===== src/rtl/data_mem_ctrl.sv =====
// Load/store unit: byte-addressed CPU accesses -> word-indexed handshake memory,
// with sub-word load extraction, read-modify-write stores, stall and error reporting.
module data_mem_ctrl #(
    parameter int unsigned WORD_ADDR_BITS = 10,
    parameter int unsigned TIMEOUT_CYCLES = 16
) (
    input  logic        clk,
    input  logic        rst_n,
    input  logic        cpu_req,
    input  logic        cpu_we,
    input  logic [1:0]  cpu_size,
    input  logic        cpu_signed,
    input  logic [31:0] cpu_addr,
    input  logic [31:0] cpu_wdata,
    output logic [31:0] cpu_rdata,
    output logic        cpu_stall,
    output logic        cpu_done,
    output logic        cpu_err,
    output logic [31:0] memory_addr,
    output logic        memory_rden,
    output logic        memory_wren,
    output logic [31:0] memory_write_val,
    input  logic [31:0] memory_read_val,
    input  logic        memory_response
);

    localparam int unsigned CW = $clog2(TIMEOUT_CYCLES + 1);
    localparam int unsigned AW = WORD_ADDR_BITS + 2;

    localparam logic [1:0] SZ_BYTE = 2'b00;
    localparam logic [1:0] SZ_HALF = 2'b01;
    localparam logic [1:0] SZ_WORD = 2'b10;

    typedef enum logic [2:0] {
        IDLE, RD, WR, RMW_RD, GAP, RMW_WR, DONE, ERR
    } state_t;

    state_t          state, state_next;
    logic            we_q;
    logic [1:0]      size_q;
    logic            signed_q;
    logic [AW-1:0]   addr_q;
    logic [31:0]     wdata_q;
    logic [31:0]     rmw_q;
    logic [CW-1:0]   tcnt;

    logic            req_bad;
    logic            wait_st;
    logic            timeout;
    logic [7:0]      byte_sel;
    logic [15:0]     half_sel;
    logic [31:0]     load_val;
    logic [31:0]     merge_val;
    logic [31:0]     wval_next;

    assign wait_st = (state == RD) || (state == WR) || (state == RMW_RD) || (state == RMW_WR);
    assign timeout = (tcnt == CW'(TIMEOUT_CYCLES - 1));

    assign cpu_stall   = rst_n & (((state == IDLE) & cpu_req) | wait_st | (state == GAP));
    assign cpu_done    = (state == DONE);
    assign cpu_err     = (state == ERR);
    assign memory_addr = 32'(addr_q[AW-1:2]);

    // Request legality: illegal size, misalignment, or address beyond memory depth
    always_comb begin
        req_bad = (cpu_size == 2'b11)
               || ((cpu_size == SZ_HALF) && cpu_addr[0])
               || ((cpu_size == SZ_WORD) && (cpu_addr[1:0] != 2'b00))
               || (cpu_addr[31:AW] != '0);
    end

    // Load extraction and store merge from the returned word, using the latched request
    always_comb begin
        byte_sel  = memory_read_val[{addr_q[1:0], 3'b000} +: 8];
        half_sel  = addr_q[1] ? memory_read_val[31:16] : memory_read_val[15:0];
        load_val  = memory_read_val;
        merge_val = memory_read_val;
        case (size_q)
            SZ_BYTE: begin
                load_val = {{24{signed_q & byte_sel[7]}}, byte_sel};
                merge_val[{addr_q[1:0], 3'b000} +: 8] = wdata_q[7:0];
            end
            SZ_HALF: begin
                load_val = {{16{signed_q & half_sel[15]}}, half_sel};
                merge_val[{addr_q[1], 4'b0000} +: 16] = wdata_q[15:0];
            end
            default: ;
        endcase
    end

    // Next-state logic and write data for the state being entered
    always_comb begin
        state_next = state;
        case (state)
            IDLE: begin
                if (cpu_req) begin
                    if (req_bad)               state_next = ERR;
                    else if (!cpu_we)          state_next = RD;
                    else if (cpu_size == SZ_WORD) state_next = WR;
                    else                       state_next = RMW_RD;
                end
            end
            RD, WR, RMW_WR: begin
                if (memory_response)  state_next = DONE;
                else if (timeout)     state_next = ERR;
            end
            RMW_RD: begin
                if (memory_response)  state_next = GAP;
                else if (timeout)     state_next = ERR;
            end
            GAP:     state_next = RMW_WR;
            DONE:    state_next = IDLE;
            ERR:     state_next = IDLE;
            default: state_next = IDLE;
        endcase

        wval_next = '0;
        if (state_next == WR)
            wval_next = (state == IDLE) ? cpu_wdata : wdata_q;
        else if (state_next == RMW_WR)
            wval_next = rmw_q;
    end

    // State, latched request, timeout counter, registered strobes and load result
    always_ff @(posedge clk or negedge rst_n) begin
        if (!rst_n) begin
            state            <= IDLE;
            we_q             <= 1'b0;
            size_q           <= '0;
            signed_q         <= 1'b0;
            addr_q           <= '0;
            wdata_q          <= '0;
            rmw_q            <= '0;
            tcnt             <= '0;
            cpu_rdata        <= '0;
            memory_rden      <= 1'b0;
            memory_wren      <= 1'b0;
            memory_write_val <= '0;
        end else begin
            state <= state_next;
            if ((state == IDLE) && cpu_req) begin
                we_q     <= cpu_we;
                size_q   <= cpu_size;
                signed_q <= cpu_signed;
                addr_q   <= cpu_addr[AW-1:0];
                wdata_q  <= cpu_wdata;
            end
            if (state_next != state)
                tcnt <= '0;
            else if (wait_st)
                tcnt <= tcnt + CW'(1);
            if ((state == RD) && memory_response)
                cpu_rdata <= load_val;
            if ((state == RMW_RD) && memory_response)
                rmw_q <= merge_val;
            memory_rden      <= (state_next == RD) || (state_next == RMW_RD);
            memory_wren      <= (state_next == WR) || (state_next == RMW_WR);
            memory_write_val <= wval_next;
        end
    end

endmodule


===== config.mk =====
export PLATFORM = sky130hd
export DESIGN_NAME = data_mem_ctrl
export DESIGN_NICKNAME = d
export VERILOG_FILES = /design/src/rtl/data_mem_ctrl.sv
export SDC_FILE = /design/constraint.sdc
export NUM_CORES = 1
export LEC_CHECK = 0
export ABC_AREA = 1
export CAP_MARGIN = 20
export CORE_ASPECT_RATIO = 2
export CORE_MARGIN = 3
export CORE_UTILIZATION = 45
export DETAILED_ROUTE_END_ITERATION = 16
export GPL_ROUTABILITY_DRIVEN = 0
export HOLD_SLACK_MARGIN = 0.03
export PLACE_DENSITY = 0.71
export SLEW_MARGIN = 5
export SYNTH_ARGS = -nofsm -noshare
export SYNTH_HDL_FRONTEND = slang
export SYNTH_SLANG_ARGS = --single-unit
export TNS_END_PERCENT = 30

===== constraint.sdc =====
create_clock -name clk -period 2.9 [get_ports clk]
set_input_delay 0.435 -clock clk [delete_from_list [all_inputs] [get_ports clk]]
set_output_delay 0.435 -clock clk [all_outputs]
set_load 0.01 [all_outputs]

After elaboration in Yosys (flattened, before gate mapping) --
Cells that the tools add are included.
Word-level totals: register bits 153, input port bits 104
Operators by class: add/sub/neg operators 3, equality and inequality tests 17, shift-type cells 5, multiplexer cells 18, bitwise logic cells 6, reductions and logical operators 20
Operators by type and width (number):
- one-hot mux 32 bit (2 select lines) | 2
- 2-to-1 mux 32 bit | 3
- bitwise mux 32 bit | 2
- variable shift 16 x 7 -> 32 bit (first input constant) | 1
- variable shift 8 x 7 -> 32 bit (first input constant) | 1
- variable part select 16 x 7 -> 32 bit | 1
- variable part select 32 x 6 -> 8 bit | 1
- variable part select 8 x 7 -> 32 bit | 1
- nonzero test 20 bit | 1
- 2-to-1 mux 16 bit | 1
- equality test 3 bit (second input constant) | 5
- 2-to-1 mux 3 bit | 5
- one-hot mux 3 bit (5 select lines) | 1
- negation 5 -> 7 bit | 2
- equality test 3 x 2 -> 1 bit (second input constant) | 4
- 2-to-1 mux 5 bit | 2
- logical OR 1 bit | 8
- equality test 3 x 1 -> 1 bit (second input constant) | 2
- adder 5 x 1 -> 5 bit (second input constant) | 1
- equality test 5 x 4 -> 1 bit (second input constant) | 1
- logical AND 1 bit | 5
- bitwise AND 1 bit | 4
- equality test 2 x 1 -> 1 bit (second input constant) | 2
- equality test 2 bit (second input constant) | 2
- other kinds (9) | 11

Depth between registers and ports, before layout --
Gate-level depths: netlist of the first run.
depth in word-level cells 11, depth in mapped cells 12

Least setup slack after synthesis of the first run --
Ideal clock, no wire load.
kind register to register, from register addr_q[1], to register rmw_q[0], arrival 2038 ps, required time 2812 ps, path slack 774 ps, stages on the path, launching flop included 10, clock period less this slack 2126 ps, cells stage by stage dfrtp_1 buf_2 inv_1 clkbuf_1 ha_1 clkbuf_1 nand4_1 o22ai_1 nand2_1 a41oi_1
On the way: word-level cells in the longest chain between the ends 4, elaborated cells between the ends (all ways) 9
RTL lines:
- start: declaration | line 42 | logic [AW-1:0] addr_q;
- start signal: assignment | line 145 | addr_q <= cpu_addr[AW-1:0];
- negation 5 -> 7 bit, on equally long branches | line 85, 81
- variable part select 16 x 7 -> 32 bit (tied with other cells) | line 85 | merge_val[{addr_q[1], 4'b0000} +: 16] = wdata_q[15:0];
- bitwise mux 32 bit, on equally long branches | line 85, 81
- one-hot mux 32 bit (2 select lines) * | line 78 | case (size_q)
- end signal: assignment | line 155 | rmw_q <= merge_val;
- end: declaration | line 44 | logic [31:0] rmw_q;
Every way passes the cells marked *; elsewhere a longest branch is shown, timed or not. A chain may end at the register's enable or synchronous reset.

Worst setup path in the final report of the first run --
from register state[1], to output cpu_stall
On the way: word-level cells in the longest chain between the ends 7, elaborated cells between the ends (all ways) 13
RTL lines:
- start: declaration | line 38 | state_t state, state_next;
- start signal: assignment | line 140 | state <= state_next;
- equality test 3 x 1 -> 1 bit / equality test 3 x 2 -> 1 bit (equally long branches) | line 56 | assign wait_st = (state == RD) || (state == WR) || (state == RMW_RD) || (state == RMW_WR);
- logical OR 1 bit (3 in a row) | line 56
- OR 1 bit | line 59 | assign cpu_stall = rst_n & (((state == IDLE) & cpu_req) | wait_st | (state == GAP));
- OR 1 bit * | line 59
- bitwise AND 1 bit * | line 59
- end: declaration | line 16 | output logic cpu_stall,
Marked as above.

==> results of run 1 <==
[per-layer routing]
layer	routed length (microns)	global-route usage, %	vias up
met5	0	0	-
li1	-	-	3974
met1	9560	31.0	3794
met3	2000	5.07	115
met2	14200	48.1	413
met4	2110	18.6	0
[per-stage QoR]
step	hold slack [ps]	cells	util, %
floorplan	139	1161	-
global placement	455	1484	56.3
detailed placement	459	1484	56.3
CTS	81.8	1516	59.6
global route	96.5	1517	59.6
finish	73.2	1517	59.6
[worst min-delay path by stage]
stage,from,to,cells after the start
6_report,rst_n,cpu_rdata[5],2
5_1_grt,rst_n,cpu_rdata[13],2
4_1_cts,rst_n,cpu_rdata[13],2
3_5_place_dp,addr_q[7],addr_q[7],2
3_3_place_gp,addr_q[9],addr_q[9],2
2_1_floorplan,rst_n,addr_q[0],0
[cells in the final DEF, fill, tap and decap left out, drive strengths merged]
master / instances
o21bai: 1
inv: 124
dfrtp: 153
o22ai: 26
xor2: 3
clkbuf: 17
o21ai: 146
o31ai: 1
and3: 3
a31oi: 3
buf: 26
nand3: 76
a41oi: 10
clkdlybuf4s50: 181
a211o: 1
a211oi: 1
mux2i: 1
diode: 1
nand2: 301
clkinv: 3
nor2: 83
nor3: 34
nand4: 2
bufinv: 2
o2111ai: 7
a21oi: 66
conb: 22
ha: 7
[cell families (layout without fill, tap and decap cells)]
kind of cell / Yosys count / in the layout / synth area share, %
flops: 153 / 153 / 45.4
buf+inv: 214 / 353 / 11.6
xor+xnor: 3 / 3 / 0.312
compound gates: 262 / 262 / 17.1
other cells: 1 / 23 / 0.0445
mux: 1 / 1 / 0.119
fa+ha+maj: 7 / 7 / 1.04
simple gates: 499 / 499 / 24.4
[sequential cells by signal (all words and copies together) (netlist names)]
name / cells
cpu_rdata: 32
memory_write_val: 32
rmw_q: 32
wdata_q: 32
addr_q: 12
tcnt: 5
state: 3
size_q: 2
memory_rden: 1
memory_wren: 1
signed_q: 1
[final cells by class]
type,count,area [sq um],share of cell area [%]
Sequential cell,153,3830,35.1
Multi-Input combinational cell,794,3710,34.0
Timing Repair Buffer,207,2070,19.0
Inverter,114,428,3.92
Clock buffer,17,425,3.90
Tap cell,216,270,2.48
Clock inverter,15,178,1.63
Antenna cell,1,2.50,0.0229
[power groups by stage]
stage | clock [uW] | combinational (uW) | sequential [uW]
floorplan | 0 | 3490 | 3600
global placement | 0 | 5560 | 3670
detailed placement | 0 | 5640 | 3680
CTS | 2340 | 5670 | 3660
global route | 2420 | 6320 | 3740
finish | 2310 | 5720 | 3670
[worst max-delay path: stages (launching register included)]
cell and delay [ps]:
dfrtp_1 430, inv_2 120, nand2_2 100, nor2_4 130, nand2_1 70, and3_1 150, clkdlybuf4s50_1 480
==> key figures, run 1 <==
Run status
  • Status: completed

Routing
  • Vias: 8296
  • Number of DRC markers in iteration 0: 752
  • Detail Route Antenna Nets: 0
  • Router iterations before antenna repair: 6
  • Drt drc: 0
  • WL/cell: 18.4 microns
  • Final wirelength: 27.9 mm
  • Via/cell ratio: 5.47

Clock tree
  • Cts hold-fix bufs: 0
  • Root buffer cell: clkbuf_16
  • Longest Clk Path Bufs: 2
  • Clock slew at reported path FFs: 60 ps
  • PostCTS Resize Cnt: 0
  • Post-CTS Repair Setup Buffers: 0
  • # clock sinks: 153
  • CTS tree: done
  • CTS Buf Count: 17
  • Worst skew pair latency: 440 ps
  • H-tree Lvls: 4

Placed design
  • HPWL Detailed: 21.1 mm
  • Setup WS pre-CTS: 464 ps
  • Port Buffer Count: 182
  • Placed instance area: 10300 sq um

Critical path
  • Worst reg-to-reg setup slack: 590 ps
  • Worst setup endpoint: cpu_stall
  • Critical R2R Launch: addr_q[1]
  • CP Launch Type: flop
  • Crit Path Category: reg -> out
  • Crit-path max FO: 5
  • WP data required: 2470 ps
  • R2r endpoint: rmw_q[7]
  • CP startpoint: state[1]
  • Worst r2r path cells: 6
  • CP arrival: 1930 ps
  • Crit end category: output port

Flow run
  • Max_cap viols: 0

Cells and area
  • Post-route cell area: 10900 sq um
  • Final net count: 1398
  • Fillers: 1661
  • Layout cell share with drive strength beyond 1: 5.62%
  • Layout area overhead: 29.5%

Pwr
  • Worst vdd ir: 0.000548 V
  • Lkg Pwr: 0.00527 uW
  • Logic pwr share: 48.9%
  • NetSw: 5200 uW
  • Total Power: 11700 uW
  • Switching share of power: 44.5%
  • Clock power frac: 19.7%
  • Reg power frac: 31.4%
  • Pwr dens: 1070 nW/um^2
  • Internal: 6490 uW

STA
  • Worst setup margin: 533 ps
  • Crit path time final: 2370 ps
  • Final setup viols: 0
  • Fin. max-slew vios: 0
  • Period Utilization, post-route: 81.6%
  • Clock Skew: 8.31 ps
  • Setup TNS: 0 ps
  • Headroom to the max-slew limit: 40.5%
  • Final-report hold violation count: 0
  • Worst slew pin tran: 893 ps
  • Unrepaired setup endpoints after global routing: false
  • Peak Freq: 422 MHz

Yosys
  • Syn Area/Cell: 7.39 sq um
  • Commonest cells in the netlist: nand2_1, dfrtp_1, o21ai_0, inv_1, nor2_1
  • YS warnings: 0
  • Asr flop ratio synth: 100%
  • Post-Syn Area: 8430 sq um
  • Top cells by area, synth: dfrtp_1, nand2_1, o21ai_0
  • Synth top area share: 45.4%
  • Post-synth top area cell: dfrtp_1
  • #FFs+latches synth: 153
  • Yosys cell types: 34
  • Top_reg_cell synth: dfrtp_1
  • Most common cell in the netlist: nand2_1
  • Synth Instances: 1140
  • Number of synthesized flops with an enable pin: 0
  • Sequential share of the synthesized area: 45.4%

Global route
  • Global-route wire length before repair: 43.4 mm
  • Total GRT Usage: 28.1%
  • Grt total ovfl: 0
  • Initial antenna violation count: 1
  • Largest net degree at the start of global routing: 71
  • Vias in the first global route: 8066

Floorplanning
  • Cell row count: 70
  • Core Footprint: 18300 sq um
  • IO Pins: 205
  • Initial core utilization: 46.0%
  • Die ar.: 20500 sq um
  • Die Wd: 103 microns
  • Die H: 200 microns

Worst hold path
  • Hold WC Path Type: in -> async
Power figures use the tool's default switching activity.
==> inputs of run 2 (changes only) <==
Settings changed: PLACE_DENSITY 0.71 to 0.74.
Clock period 2.9 ns to 2 ns, I/O delays scaled along.
==> run 2 against run 1 <==
Compared with the run above:
- the flow now finishes with violations (setup timing)
- first-iteration DRC count increased by 22%
- die area stayed put
- clock-buffer cell count up 1
- non-clock buffer count up 56
- critical path type is now reg -> reg
- critical endpoint is now memory_write_val[26]
- highest routed layer unchanged
==> key figures, run 2 (synthesis results as in run 1) <==
Run status
  • Status: finished, violations left
  • Violated checks: setup timing

Clock tree
  • Clock slew at reported path FFs: 70 ps
  • Root buffer cell: clkbuf_16
  • Longest Clk Path Bufs: 2
  • # clock sinks: 153
  • H-tree Lvls: 4
  • CTS Buf Count: 17
  • CTS tree: done
  • Worst skew pair latency: 440 ps

Floorplanning
  • Die ar.: 20500 sq um
  • Core Footprint: 18300 sq um
  • Initial core utilization: 46.0%
  • Die H: 200 microns
  • IO Pins: 205
  • Die Wd: 103 microns
  • Cell row count: 70

Routing
  • Number of DRC markers in iteration 0: 917
  • Drt drc: 0
  • Final wirelength: 29.9 mm
  • Detail Route Antenna Nets: 0
  • WL/cell: 19.1 microns
  • Via/cell ratio: 5.54
  • Vias: 8699
  • Router iterations before antenna repair: 5

Critical path
  • WP data required: 2370 ps
  • Crit Path Category: reg -> reg
  • R2r endpoint: memory_write_val[26]
  • Crit-path max FO: 8
  • CP arrival: 2400 ps
  • Worst r2r path cells: 11
  • Critical R2R Launch: tcnt[1]
  • Crit end category: flop
  • CP Launch Type: flop
  • Worst reg-to-reg setup slack: -30 ps

STA
  • Headroom to the max-slew limit: 40.8%
  • Worst setup margin: -28.8 ps
  • Worst slew pin tran: 887 ps
  • Peak Freq: 493 MHz
  • Crit path time final: 2030 ps
  • Setup TNS: -149 ps
  • Fin. max-slew vios: 0
  • Final-report hold violation count: 0
  • Period Utilization, post-route: 101%
  • Unrepaired setup endpoints after global routing: true
  • Clock Skew: 11.9 ps
  • Final setup viols: 13
  • Hold_ws: 397 ps

Cells and area
  • Most frequent cells in the layout: nand2_1, clkdlybuf4s50_1, dfrtp_1
  • Layout area overhead: 37.1%
  • # diodes: 0
  • Commonest non-fill, non-tap cell in the layout: nand2_1
  • Final net count: 1454
  • Fillers: 1587
  • Post-route cell area: 11600 sq um
  • Footprint of the multi-input gates: 3840 sq um
  • Register area: 3830 sq um
  • Layout cell share with drive strength beyond 1: 11.3%

Worst hold path
  • Worst hold start: cpu_addr[4]
  • Hold WC Path Type: in -> reg
  • Worst Hold End: addr_q[4]
  • Worst Hold Path Cells: 3

Flow run
  • Max_cap viols: 0

Global route
  • Total GRT Usage: 28.8%
  • Grt total ovfl: 0
  • Largest net degree at the start of global routing: 86
  • Vias in the first global route: 8231
  • Global-route wire length before repair: 44.3 mm
  • Initial antenna violation count: 0

Pwr
  • Pwr dens: 1580 nW/um^2
  • Worst vdd ir: 0.000867 V
  • Lkg Pwr: 0.00559 uW

Placed design
  • HPWL Detailed: 21.4 mm
  • Placed instance area: 10700 sq um
  • Port Buffer Count: 182
==> run 2: cell types whose count changed in the layout (fill, tap and decap cells not counted), moves of 3 or more <==
cell             previous run  this run
buf_12                      5        10
clkbuf_16                  17        21
clkdlybuf4s50_1           181       178
dlygate4sd2_1               0         3
nand2_1                   296       293
inv_6                       8         4
nand3_2                     0        15
buf_4                      20        65
nand3_1                    76        61
clkinvlp_4                  0         3
==> run 2: report_power, final <==
group / switching [uW] / internal, uW / leakage (uW)
sequential: 1030 / 4400 / 0.00192
combinational: 5630 / 4100 / 0.00340
clock: 1360 / 1750 / 0.000267
total: 8020 / 10200 / 0.00559
==> run 2: how the worst max path moves through the flow <==
stage	start	to	slack, ps	cells past startpoint
final	tcnt[1]	memory_write_val[26]	-30	11
after global routing	tcnt[0]	memory_write_val[26]	-90	11
after CTS	tcnt[1]	memory_write_val[31]	-8	11
after detailed placement	cpu_addr[17]	memory_write_val[20]	-160	12
after global placement	memory_response	cpu_rdata[12]	-90	8
after floorplan	addr_q[1]	rmw_q[0]	20	9
==> run 2: layer usage <==
layer	GRT usage (%)	up-vias	wire, microns	share of wire (%)
met1	31.0	3981	10100	34
met3	5.21	137	2040	6.8
li1	-	4078	-	-
met4	24.8	0	2900	9.7
met2	47.4	503	14900	50
met5	0	-	0	0
==> run 2: critical path, stage by stage, from the launching register on <==
cell	delay, ps
dfrtp_1	380
ha_2	190
and3_4	190
ha_4	150
nor2_4	40
nand3_2	70
nand3_2	80
a21oi_4	200
and3_4	310
clkbuf_16	190
nand3_1	80
nand2_1	80
==> run 2: stage by stage <==
| step | utilization [%] | total power (uW) | worst slack [ps] | cells |
|---|---|---|---|---|
| 2_1_floorplan | - | 10300 | 18.1 | 1161 |
| 3_3_place_gp | 58.5 | 13900 | -90.1 | 1529 |
| 3_5_place_dp | 58.5 | 14100 | -161 | 1529 |
| 4_1_cts | 61.8 | 17300 | -7.97 | 1562 |
| 5_1_grt | 63.2 | 19400 | -91.0 | 1570 |
| 6_report | 63.2 | 18300 | -28.8 | 1570 |
==> run 2: final cells by class <==
| cell class | instances | area share (%) |
|---|---|---|
| multi-input combinational | 794 | 33.3 |
| sequential | 153 | 33.2 |
| timing repair buffer | 263 | 22.7 |
| clock buffer | 18 | 3.80 |
| inverter | 114 | 3.70 |
| tap | 216 | 2.34 |
| clock inverter | 12 | 1.02 |
==> run 2: what timing repair did <==
action	CTS	global route
buffers inserted	2	3
resized for setup	9	25
endpoints found under the setup margin	41	42
endpoints found under the hold margin	85	0
pin swaps	0	18
hold buffers	1	0
cloned	0	5
==> inputs of run 3 (changes only) <==
--- a/config.mk
+++ b/config.mk
@@ -10,9 +10,9 @@
 export CORE_ASPECT_RATIO = 2
 export CORE_MARGIN = 3
-export CORE_UTILIZATION = 45
+export CORE_UTILIZATION = 40
 export DETAILED_ROUTE_END_ITERATION = 16
 export GPL_ROUTABILITY_DRIVEN = 0
 export HOLD_SLACK_MARGIN = 0.03
-export PLACE_DENSITY = 0.74
+export PLACE_DENSITY = 0.66
 export SLEW_MARGIN = 5
 export SYNTH_ARGS = -nofsm -noshare
==> constraint.sdc (replaced) <==
create_clock -name clk -period 2 [get_ports clk]
set_input_delay 0.3 -clock clk [delete_from_list [all_inputs] [get_ports clk]]
set_output_delay 0.3 -clock clk [all_outputs]
set_load 0.005 [all_outputs]
==> run 3 against run 2 <==
Compared with the run above:
- flip-flop and latch count is the same
- combinational power fell by 2.5%
- global-route usage is 4.8 points lower
- first-iteration DRC count down 43%
- the run still ends with setup timing left
- critical path depth fell by 2
- cell area rose by 0.97%
- core utilization down 6.4 points
- total power decreased by 1.2%
- fmax is 0.81% lower
- register-to-register slack worse by 20 ps
- non-clock buffer count decreased by 5
==> key figures, run 3 (synthesis results as in run 1) <==
Run status
  • Status: finished, violations left
  • Violated checks: setup timing

Floorplanning
  • Die ar.: 23000 sq um
  • Cell row count: 74
  • Die H: 211 microns
  • Core Footprint: 20600 sq um
  • Initial core utilization: 41.0%
  • Die Wd: 109 microns
  • IO Pins: 205

Cells and area
  • # diodes: 0
  • Final net count: 1449
  • Most frequent cells in the layout: nand2_1, clkdlybuf4s50_1, dfrtp_1
  • Layout cell share with drive strength beyond 1: 11.0%
  • Commonest non-fill, non-tap cell in the layout: nand2_1
  • Layout area overhead: 38.5%

Routing
  • WL/cell: 17.6 microns
  • Final wirelength: 28.5 mm
  • Drt drc: 0
  • Number of DRC markers in iteration 0: 526
  • Detail Route Antenna Nets: 0
  • Via/cell ratio: 5.19
  • Router iterations before antenna repair: 5
  • Vias: 8396

Placed design
  • Port Buffer Count: 182
  • HPWL Detailed: 20.2 mm
  • Setup WS pre-CTS: -184 ps

Critical path
  • Crit end category: flop
  • CP arrival: 2420 ps
  • CP Launch Type: flop
  • Crit Path Category: reg -> reg
  • WP data required: 2370 ps
  • Crit-path max FO: 8

Clock tree
  • H-tree Lvls: 4
  • Worst skew pair latency: 440 ps
  • Longest Clk Path Bufs: 2
  • # clock sinks: 153
  • Clock slew at reported path FFs: 70 ps
  • CTS Buf Count: 17
  • Root buffer cell: clkbuf_16
  • CTS tree: done

STA
  • Final-report hold violation count: 0
  • Headroom to the max-slew limit: 43.4%
  • Crit path time final: 2050 ps
  • Worst slew pin tran: 849 ps
  • Unrepaired setup endpoints after global routing: true
  • Clock Skew: 10.1 ps
  • Hold_ws: 392 ps
  • Final setup viols: 20
  • Worst setup margin: -45.4 ps
  • Setup TNS: -356 ps
  • Fin. max-slew vios: 0
  • Peak Freq: 489 MHz
  • Period Utilization, post-route: 102%

Pwr
  • Pwr dens: 1550 nW/um^2
  • Lkg Pwr: 0.00557 uW
  • Worst vdd ir: 0.000916 V

Global route
  • Largest net degree at the start of global routing: 88
  • Global-route wire length before repair: 42.5 mm
  • Total GRT Usage: 24.0%
  • Grt total ovfl: 0
  • Vias in the first global route: 7914
  • Initial antenna violation count: 0

Flow run
  • Max_cap viols: 0

Worst hold path
  • Hold WC Path Type: in -> reg
==> run 3: worst max-delay path: stages (launching register included) <==
cell and delay, ps:
dfrtp_1 410, ha_2 200, and3_4 180, ha_4 170
nor2_4 90, a211o_1 250, and3_4 320, clkbuf_16 190
nand3_1 80, nand2_1 80
==> run 3: cell type report <==
cell class,count,area (sq um)
Fill cell,1929,8880
Tap cell,266,333
Inverter,114,433
Clock inverter,14,163
Multi-Input combinational cell,794,3880
Sequential cell,153,3830
Timing Repair Buffer,258,2610
Clock buffer,18,429
==> run 3: metal layers <==
| metal | part of all wire, % | wire length [microns] | global-route usage, % |
|---|---|---|---|
| met1 | 37 | 10500 | 28.8 |
| met2 | 51 | 14600 | 40.3 |
| met3 | 6.0 | 1710 | 3.69 |
| met4 | 6.1 | 1750 | 14.1 |
| met5 | 0 | 0 | 0 |
==> run 3: what timing repair did <==
item / CTS / global route
resized for setup: 7 / 34
buffers inserted: 4 / 3
cloned: 0 / 7
pin swaps: 2 / 15
hold buffers: 1 / 0
endpoints found under the hold margin: 87 / 0
setup endpoints to repair: 41 / 43
==> run 3: metrics by stage <==
stage	utilization, %	total power, uW	area [sq um]	std cells
2_1_floorplan	-	10000	8510	1161
3_3_place_gp	52.0	13400	10700	1570
3_5_place_dp	52.0	13500	10700	1570
4_1_cts	55.1	17000	11300	1607
5_1_grt	56.8	19300	11700	1617
6_report	56.8	18000	11700	1617
==> run 3: power breakdown <==
part           leakage, uW  switching, uW  internal, uW
clock             0.000276           1410          1870
combinational      0.00337           5420          4060
sequential         0.00192            885          4400
==> run 3: path summary, 6_finish.rpt <==
kind                             start              endpoint  slack [ps]  depth (start not counted)
setup / recovery               tcnt[1]  memory_write_val[26]         -50                          9
setup reg to reg               tcnt[1]  memory_write_val[26]         -50                          9
hold / removal             cpu_addr[2]             addr_q[2]         390                          3
max in group asynchronous        rst_n             addr_q[1]         720                          3
hold reg to reg             addr_q[11]            addr_q[11]         470                          2
min in group asynchronous        rst_n         cpu_rdata[29]         460                          3
